### config.mk
export PLATFORM = sky130hd
export DESIGN_NAME = freq_gate_ctrl_flat
export DESIGN_NICKNAME = d
export VERILOG_FILES = /design/src/rtl/freq_gate_ctrl_pkg.sv /design/src/rtl/freq_gate_ctrl_if.sv /design/src/rtl/freq_gate_ctrl_gate_timer.sv /design/src/rtl/freq_gate_ctrl.sv /design/src/flat_wrapper.sv
export SDC_FILE = /design/constraint.sdc
export NUM_CORES = 1
export LEC_CHECK = 0
export ABC_AREA = 1
export ABC_CLOCK_PERIOD_IN_PS = 2100
export BUFFER_PORTS_ARGS = -buffer_cell sky130_fd_sc_hd__buf_2
export CELL_PAD_IN_SITES_DETAIL_PLACEMENT = 1
export CELL_PAD_IN_SITES_GLOBAL_PLACEMENT = 1
export CORE_MARGIN = 5
export CORE_UTILIZATION = 40
export CTS_BUF_LIST = sky130_fd_sc_hd__clkbuf_8
export DETAILED_ROUTE_END_ITERATION = 8
export GPL_TIMING_DRIVEN = 0
export PLACE_DENSITY_LB_ADDON = 0.1
export SLEW_MARGIN = 10
export SYNTH_ARGS = -nofsm -noshare
export SYNTH_HDL_FRONTEND = slang
export SYNTH_SLANG_ARGS = --single-unit
### constraint.sdc
create_clock -name clk -period 2.1 [get_ports clk]
set_input_delay 0.42 -clock clk [delete_from_list [all_inputs] [get_ports clk]]
set_output_delay 0.42 -clock clk [all_outputs]
set_load 0.005 [all_outputs]
### src/rtl/freq_gate_ctrl_pkg.sv
// freq_gate_ctrl_pkg: shared state encoding and gate range codes for the frequency meter blocks
package freq_gate_ctrl_pkg;
  typedef enum logic [1:0] {IDLE = 2'd0, CLEAR = 2'd1, COUNT = 2'd2, LATCH = 2'd3} state_t;
  localparam logic [1:0] RANGE_1S = 2'd0, RANGE_100MS = 2'd1, RANGE_10MS = 2'd2, RANGE_1MS = 2'd3;
endpackage

### src/rtl/freq_gate_ctrl_if.sv
// freq_gate_ctrl_if: control requests and sequencing strobes between the meter host and the gate controller
interface freq_gate_ctrl_if;
  logic       start;
  logic       cont_mode;
  logic       abort;
  logic [1:0] gate_sel;
  logic       count_en;
  logic       latch_en;
  logic       clear;
  logic       done;
  logic       busy;
  logic [1:0] gate_range;
  modport master (output start, cont_mode, abort, gate_sel,
                  input  count_en, latch_en, clear, done, busy, gate_range);
  modport slave  (input  start, cont_mode, abort, gate_sel,
                  output count_en, latch_en, clear, done, busy, gate_range);
endinterface

### src/rtl/freq_gate_ctrl_gate_timer.sv
// gate_timer: loadable down-counter that parks at zero instead of wrapping
module gate_timer #(
  parameter int CNT_W = 26
) (
  input  logic             clk,
  input  logic             rst_n,
  input  logic             i_load,
  input  logic             i_dec,
  input  logic [CNT_W-1:0] i_load_val,
  output logic             o_zero
);
  logic [CNT_W-1:0] r_cnt;
  always_ff @(posedge clk or negedge rst_n)
    if (!rst_n) r_cnt <= '0;
    else if (i_load) r_cnt <= i_load_val;
    else if (i_dec && r_cnt != '0) r_cnt <= r_cnt - 1'b1;
  assign o_zero = (r_cnt == '0);
endmodule

### src/rtl/freq_gate_ctrl.sv
// freq_gate_ctrl: CLEAR -> COUNT -> LATCH sequencer for the frequency meter counter/latch datapath
module freq_gate_ctrl
  import freq_gate_ctrl_pkg::*;
#(
  parameter int GATE0_CYC = 50_000_000,
  parameter int GATE1_CYC = 5_000_000,
  parameter int GATE2_CYC = 500_000,
  parameter int GATE3_CYC = 50_000,
  parameter int CLR_CYC   = 2,
  parameter int CNT_W     = 26
) (
  input logic            clk,
  input logic            rst_n,
  freq_gate_ctrl_if.slave bus
);
  localparam logic [CNT_W-1:0] CLR_LD = CNT_W'(CLR_CYC - 1);
  state_t           r_state, w_next;
  logic             r_clear, r_count, r_latch, r_busy;
  logic [1:0]       r_range;
  logic             w_load, w_dec, w_sample, w_zero;
  logic [CNT_W-1:0] w_load_val, w_gate_ld;
  always_comb
    w_gate_ld = r_range == RANGE_1S    ? CNT_W'(GATE0_CYC - 1) :
                r_range == RANGE_100MS ? CNT_W'(GATE1_CYC - 1) :
                r_range == RANGE_10MS  ? CNT_W'(GATE2_CYC - 1) : CNT_W'(GATE3_CYC - 1);
  // abort outranks every other transition, including the timer terminal
  always_comb begin
    w_next     = r_state;
    w_load     = 1'b0;
    w_dec      = 1'b0;
    w_sample   = 1'b0;
    w_load_val = CLR_LD;
    case (r_state)
      IDLE:
        if (!bus.abort && (bus.start || bus.cont_mode)) begin
          w_next   = CLEAR;
          w_load   = 1'b1;
          w_sample = 1'b1;
        end
      CLEAR:
        if (bus.abort) w_next = IDLE;
        else if (w_zero) begin
          w_next     = COUNT;
          w_load     = 1'b1;
          w_load_val = w_gate_ld;
        end else w_dec = 1'b1;
      COUNT:
        if (bus.abort) w_next = IDLE;
        else if (w_zero) w_next = LATCH;
        else w_dec = 1'b1;
      LATCH:
        if (bus.cont_mode && !bus.abort) begin
          w_next   = CLEAR;
          w_load   = 1'b1;
          w_sample = 1'b1;
        end else w_next = IDLE;
      default: w_next = IDLE;
    endcase
  end
  gate_timer #(.CNT_W(CNT_W)) u_timer (
    .clk        (clk),
    .rst_n      (rst_n),
    .i_load     (w_load),
    .i_dec      (w_dec),
    .i_load_val (w_load_val),
    .o_zero     (w_zero)
  );
  // outputs are decoded from the next state so they line up with the state they describe
  always_ff @(posedge clk or negedge rst_n)
    if (!rst_n) begin
      r_state <= IDLE;
      r_clear <= 1'b0;
      r_count <= 1'b0;
      r_latch <= 1'b0;
      r_busy  <= 1'b0;
      r_range <= RANGE_1S;
    end else begin
      r_state <= w_next;
      r_clear <= (w_next == CLEAR);
      r_count <= (w_next == COUNT);
      r_latch <= (w_next == LATCH);
      r_busy  <= (w_next != IDLE);
      if (w_sample) r_range <= bus.gate_sel;
    end
  assign bus.clear      = r_clear;
  assign bus.count_en   = r_count;
  assign bus.latch_en   = r_latch;
  assign bus.done       = r_latch;
  assign bus.busy       = r_busy;
  assign bus.gate_range = r_range;
endmodule

### src/flat_wrapper.sv
// flat-port wrapper written by rule: the top's interface ports become plain ports
module freq_gate_ctrl_flat import freq_gate_ctrl_pkg::*;
#(
  parameter int GATE0_CYC = 50_000_000,
  parameter int GATE1_CYC = 5_000_000,
  parameter int GATE2_CYC = 500_000,
  parameter int GATE3_CYC = 50_000,
  parameter int CLR_CYC   = 2,
  parameter int CNT_W     = 26
)
  (clk, rst_n, bus_start, bus_cont_mode, bus_abort, bus_gate_sel, bus_count_en, bus_latch_en, bus_clear, bus_done, bus_busy, bus_gate_range);
  freq_gate_ctrl_if bus_i ();
  input logic clk;
  input logic rst_n;
  input wire logic [$bits(bus_i.start)-1:0] bus_start;
  input wire logic [$bits(bus_i.cont_mode)-1:0] bus_cont_mode;
  input wire logic [$bits(bus_i.abort)-1:0] bus_abort;
  input wire logic [$bits(bus_i.gate_sel)-1:0] bus_gate_sel;
  output wire logic [$bits(bus_i.count_en)-1:0] bus_count_en;
  output wire logic [$bits(bus_i.latch_en)-1:0] bus_latch_en;
  output wire logic [$bits(bus_i.clear)-1:0] bus_clear;
  output wire logic [$bits(bus_i.done)-1:0] bus_done;
  output wire logic [$bits(bus_i.busy)-1:0] bus_busy;
  output wire logic [$bits(bus_i.gate_range)-1:0] bus_gate_range;
  assign bus_i.start = bus_start;
  assign bus_i.cont_mode = bus_cont_mode;
  assign bus_i.abort = bus_abort;
  assign bus_i.gate_sel = bus_gate_sel;
  assign bus_count_en = bus_i.count_en;
  assign bus_latch_en = bus_i.latch_en;
  assign bus_clear = bus_i.clear;
  assign bus_done = bus_i.done;
  assign bus_busy = bus_i.busy;
  assign bus_gate_range = bus_i.gate_range;
  freq_gate_ctrl #(.GATE0_CYC(GATE0_CYC), .GATE1_CYC(GATE1_CYC), .GATE2_CYC(GATE2_CYC), .GATE3_CYC(GATE3_CYC), .CLR_CYC(CLR_CYC), .CNT_W(CNT_W)) u_core (.clk(clk), .rst_n(rst_n), .bus(bus_i));
endmodule
==> flow_summary.yaml <==
routing:
  routedWlPerCell_um: 16.2
  final_antenna_net_count: 0
  drt-total-wl_um: 8240
  avgViaCountPerCell: 5.19
  drt-pass1-iter-count: 4
  drt_iter0_drc: 163
  vias: 2642
  drcViolationCount: 0
clocking:
  clock-sinks: 34
  clockBufferDepth: 2
  clock_latency_ps: 290
  numCtsBuffers: 5
  cts_tree: "yes"
  clkSlewWorstSetupHoldPaths_ps: 80
  clockRootBuffer: "clkbuf_8"
  htreeDepth: 2
worst_setup_path:
  cp-start-kind: "register"
  r2r_slack_ps: 80
  reg2reg_depth: 11
  end_kind: "register"
  path_class: "reg2reg"
  worstPathRequired_ps: 2280
  cp_max_fo: 10
  crit_arrival_ps: 2200
yosys:
  synth_edf_count: 0
  synth_nets: 422
  ys_warn_count: 0
  syn_area_per_cell_um2: 6.50
  synth_seq_cells: 34
  synth_cell_types: 29
  yosysSeqAreaShare_pct: 32.5
  async_flop_share_pct: 100
  netlist_instances: 403
  syn_area_um2: 2620
  synth_flop_cell: "dfrtp_1"
worst_hold_path:
  hold_path.class: "in2async"
sta:
  fmax_mhz: 496
  fin_crit_sh_pct: 96.0
  finalHoldViolations: 0
  maxSlewHeadroom_pct: 43.7
  min_period_ps: 2020
  fin_hold_ws_ps: 223
  skew_ps: 12.6
  fin_tns_setup_ps: 0
  slew_viol_final: 0
  setup-violations-final: 0
  worstMarginPinSlew_ps: 844
grt:
  grt_max_degree: 35
  grt_overflow: 0
  grt_pass1_vias: 2645
  grtUsageTotal_pct: 20.2
  antenna_found_initial: 0
  grt_pass1_wl_um: 13600
job:
  drv_cap: 0
floorplan:
  rows: 29
  start_util_pct: 41.3
  die_x_um: 91.0
  die_area_um2: 8270
  core_um2: 6350
  ios: 14
  dieHeight_um: 91.0
placement:
  place_congestion: 0.815
  place_area_um2: 2780
  dp_hpwl_um: 6100
  io_buffer_count: 13
finish:
  fin_area_um2: 2990
  post-route-util_pct: 47.1
  nets: 450
  antenna_cells: 0
  layout-drive-gt1-share_pct: 14.6
  syn_to_final_growth_pct: 14.0
power_and_ir_drop:
  power_density_nw_per_um2: 1280
  p_leak_nw: 1.67
  ir_worst_vdd_mv: 0.494
run_status:
  status: "finished, final reports clean"
-- final cells by class --
| class | instances | area [um2] |
|---|---|---|
| multi-input combinational | 308 | 1550 |
| inverter | 53 | 201 |
| clock inverter | 2 | 12.5 |
| tap | 77 | 96.3 |
| buffer | 8 | 66.3 |
| fill | 875 | 3360 |
| timing repair buffer | 21 | 125 |
| clock buffer | 6 | 82.6 |
| sequential | 34 | 851 |
-- report_power, final --
group	internal (mW)	switching, mW
registers	0.877	0.265
clock network	0.264	0.267
logic	0.741	1.41
-- synth_stat cells, types with 2 or more instances --
cell	n	share of area [%]
nand2_1	141	20
nor2_1	65	9.3
inv_1	52	7.4
nand3_1	41	7.8
dfrtp_1	34	32
ha_1	12	5.7
o21ai_0	11	2.1
a21oi_1	7	1.3
nand4_1	6	1.4
xnor2_1	4	1.3
buf_2	3	0.57
xor2_1	3	1.0
buf_6	2	0.86
clkbuf_1	2	0.29
nand2_2	2	0.48
nand2_4	2	0.86
nand3_4	2	1.3
nor2_8	2	1.5
o2111ai_1	2	0.67
-- per-stage QoR --
| step | total power [mW] | std cells | worst slack, ps |
|---|---|---|---|
| floorplan | 2.56 | 403 | 308 |
| global placement | 3.05 | 493 | -172 |
| CTS | 3.74 | 504 | 14.8 |
| global route | 4.21 | 509 | -9.84 |
| detailed placement | 3.13 | 493 | -188 |
| finish | 3.83 | 509 | 83.6 |
-- worst max-delay path, stage by stage (launching register included) --
cell and delay [ps]:
dfrtp_1 420, nor2_2 230, nand2_4 110, nor2_8 190, nand2_4 90, nor2_8 180
nand3_4 130, nand3_4 170, inv_4 90, buf_6 150, nand2_1 70, nand2_1 60
-- path summary, 6_finish.rpt --
kind                                                     start                                   end
setup / recovery           u_core.u_timer.r_cnt[3]$_DFFE_PN0P_  u_core.u_timer.r_cnt[25]$_DFFE_PN0P_
hold / removal                                           rst_n  u_core.u_timer.r_cnt[24]$_DFFE_PN0P_
setup reg to reg           u_core.u_timer.r_cnt[3]$_DFFE_PN0P_  u_core.u_timer.r_cnt[25]$_DFFE_PN0P_
hold reg to reg            u_core.u_timer.r_cnt[0]$_DFFE_PN0P_   u_core.u_timer.r_cnt[0]$_DFFE_PN0P_
max in group asynchronous                                rst_n  u_core.u_timer.r_cnt[22]$_DFFE_PN0P_
min in group clk                               bus_gate_sel[0]  u_core.bus.gate_range[0]$_DFFE_PN0P_
-- state kept, by name (all words and copies together) (netlist names) --
| signal | flops |
|---|---|
| u_core.bus.busy | 1 |
| u_core.bus.clear | 1 |
| u_core.bus.count_en | 1 |
| u_core.bus.done | 1 |
| u_core.bus.gate_range | 2 |
| u_core.r_state | 2 |
| u_core.u_timer.r_cnt | 26 |
-- what timing repair did --
action	4_1_cts	5_1_grt
setup buffers	3	5
endpoints found under the setup margin	23	25
resized for setup	8	14
hold buffers	0	0
pin swaps	4	5
-- per-layer routing --
layer	global-route usage (%)	part of all wire [%]
met3	2.48	3.9
met1	28.0	48
met2	33.8	47
met4	4.16	1.2
met5	0	0
-- logic make-up after synthesis --
| family | share of synthesized area [%] |
|---|---|
| AOI/OAI and AO/OA | 5.78 |
| DFF | 32.5 |
| and+or+nand+nor | 44.0 |
| xor gates and xnor gates | 2.34 |
| buffers and inverters | 9.69 |
| adders and majority gates | 5.73 |
-- placed cells by master, fill, tap and decap left out, drive strengths merged --
master	netlist	layout
xor2	3	3
ha	12	12
inv	53	53
nand4	6	6
o21ai	14	14
buf	6	28
a31oi	1	1
dfrtp	34	34
xnor2	4	4
o211ai	1	1
nor2	68	68
clkinv	0	1
nand3	44	44
o2111ai	2	2
a21oi	7	7
nand2	145	145
clkinvlp	0	1
or2	1	1
clkbuf	2	7
(Power assumes the default switching activity.)
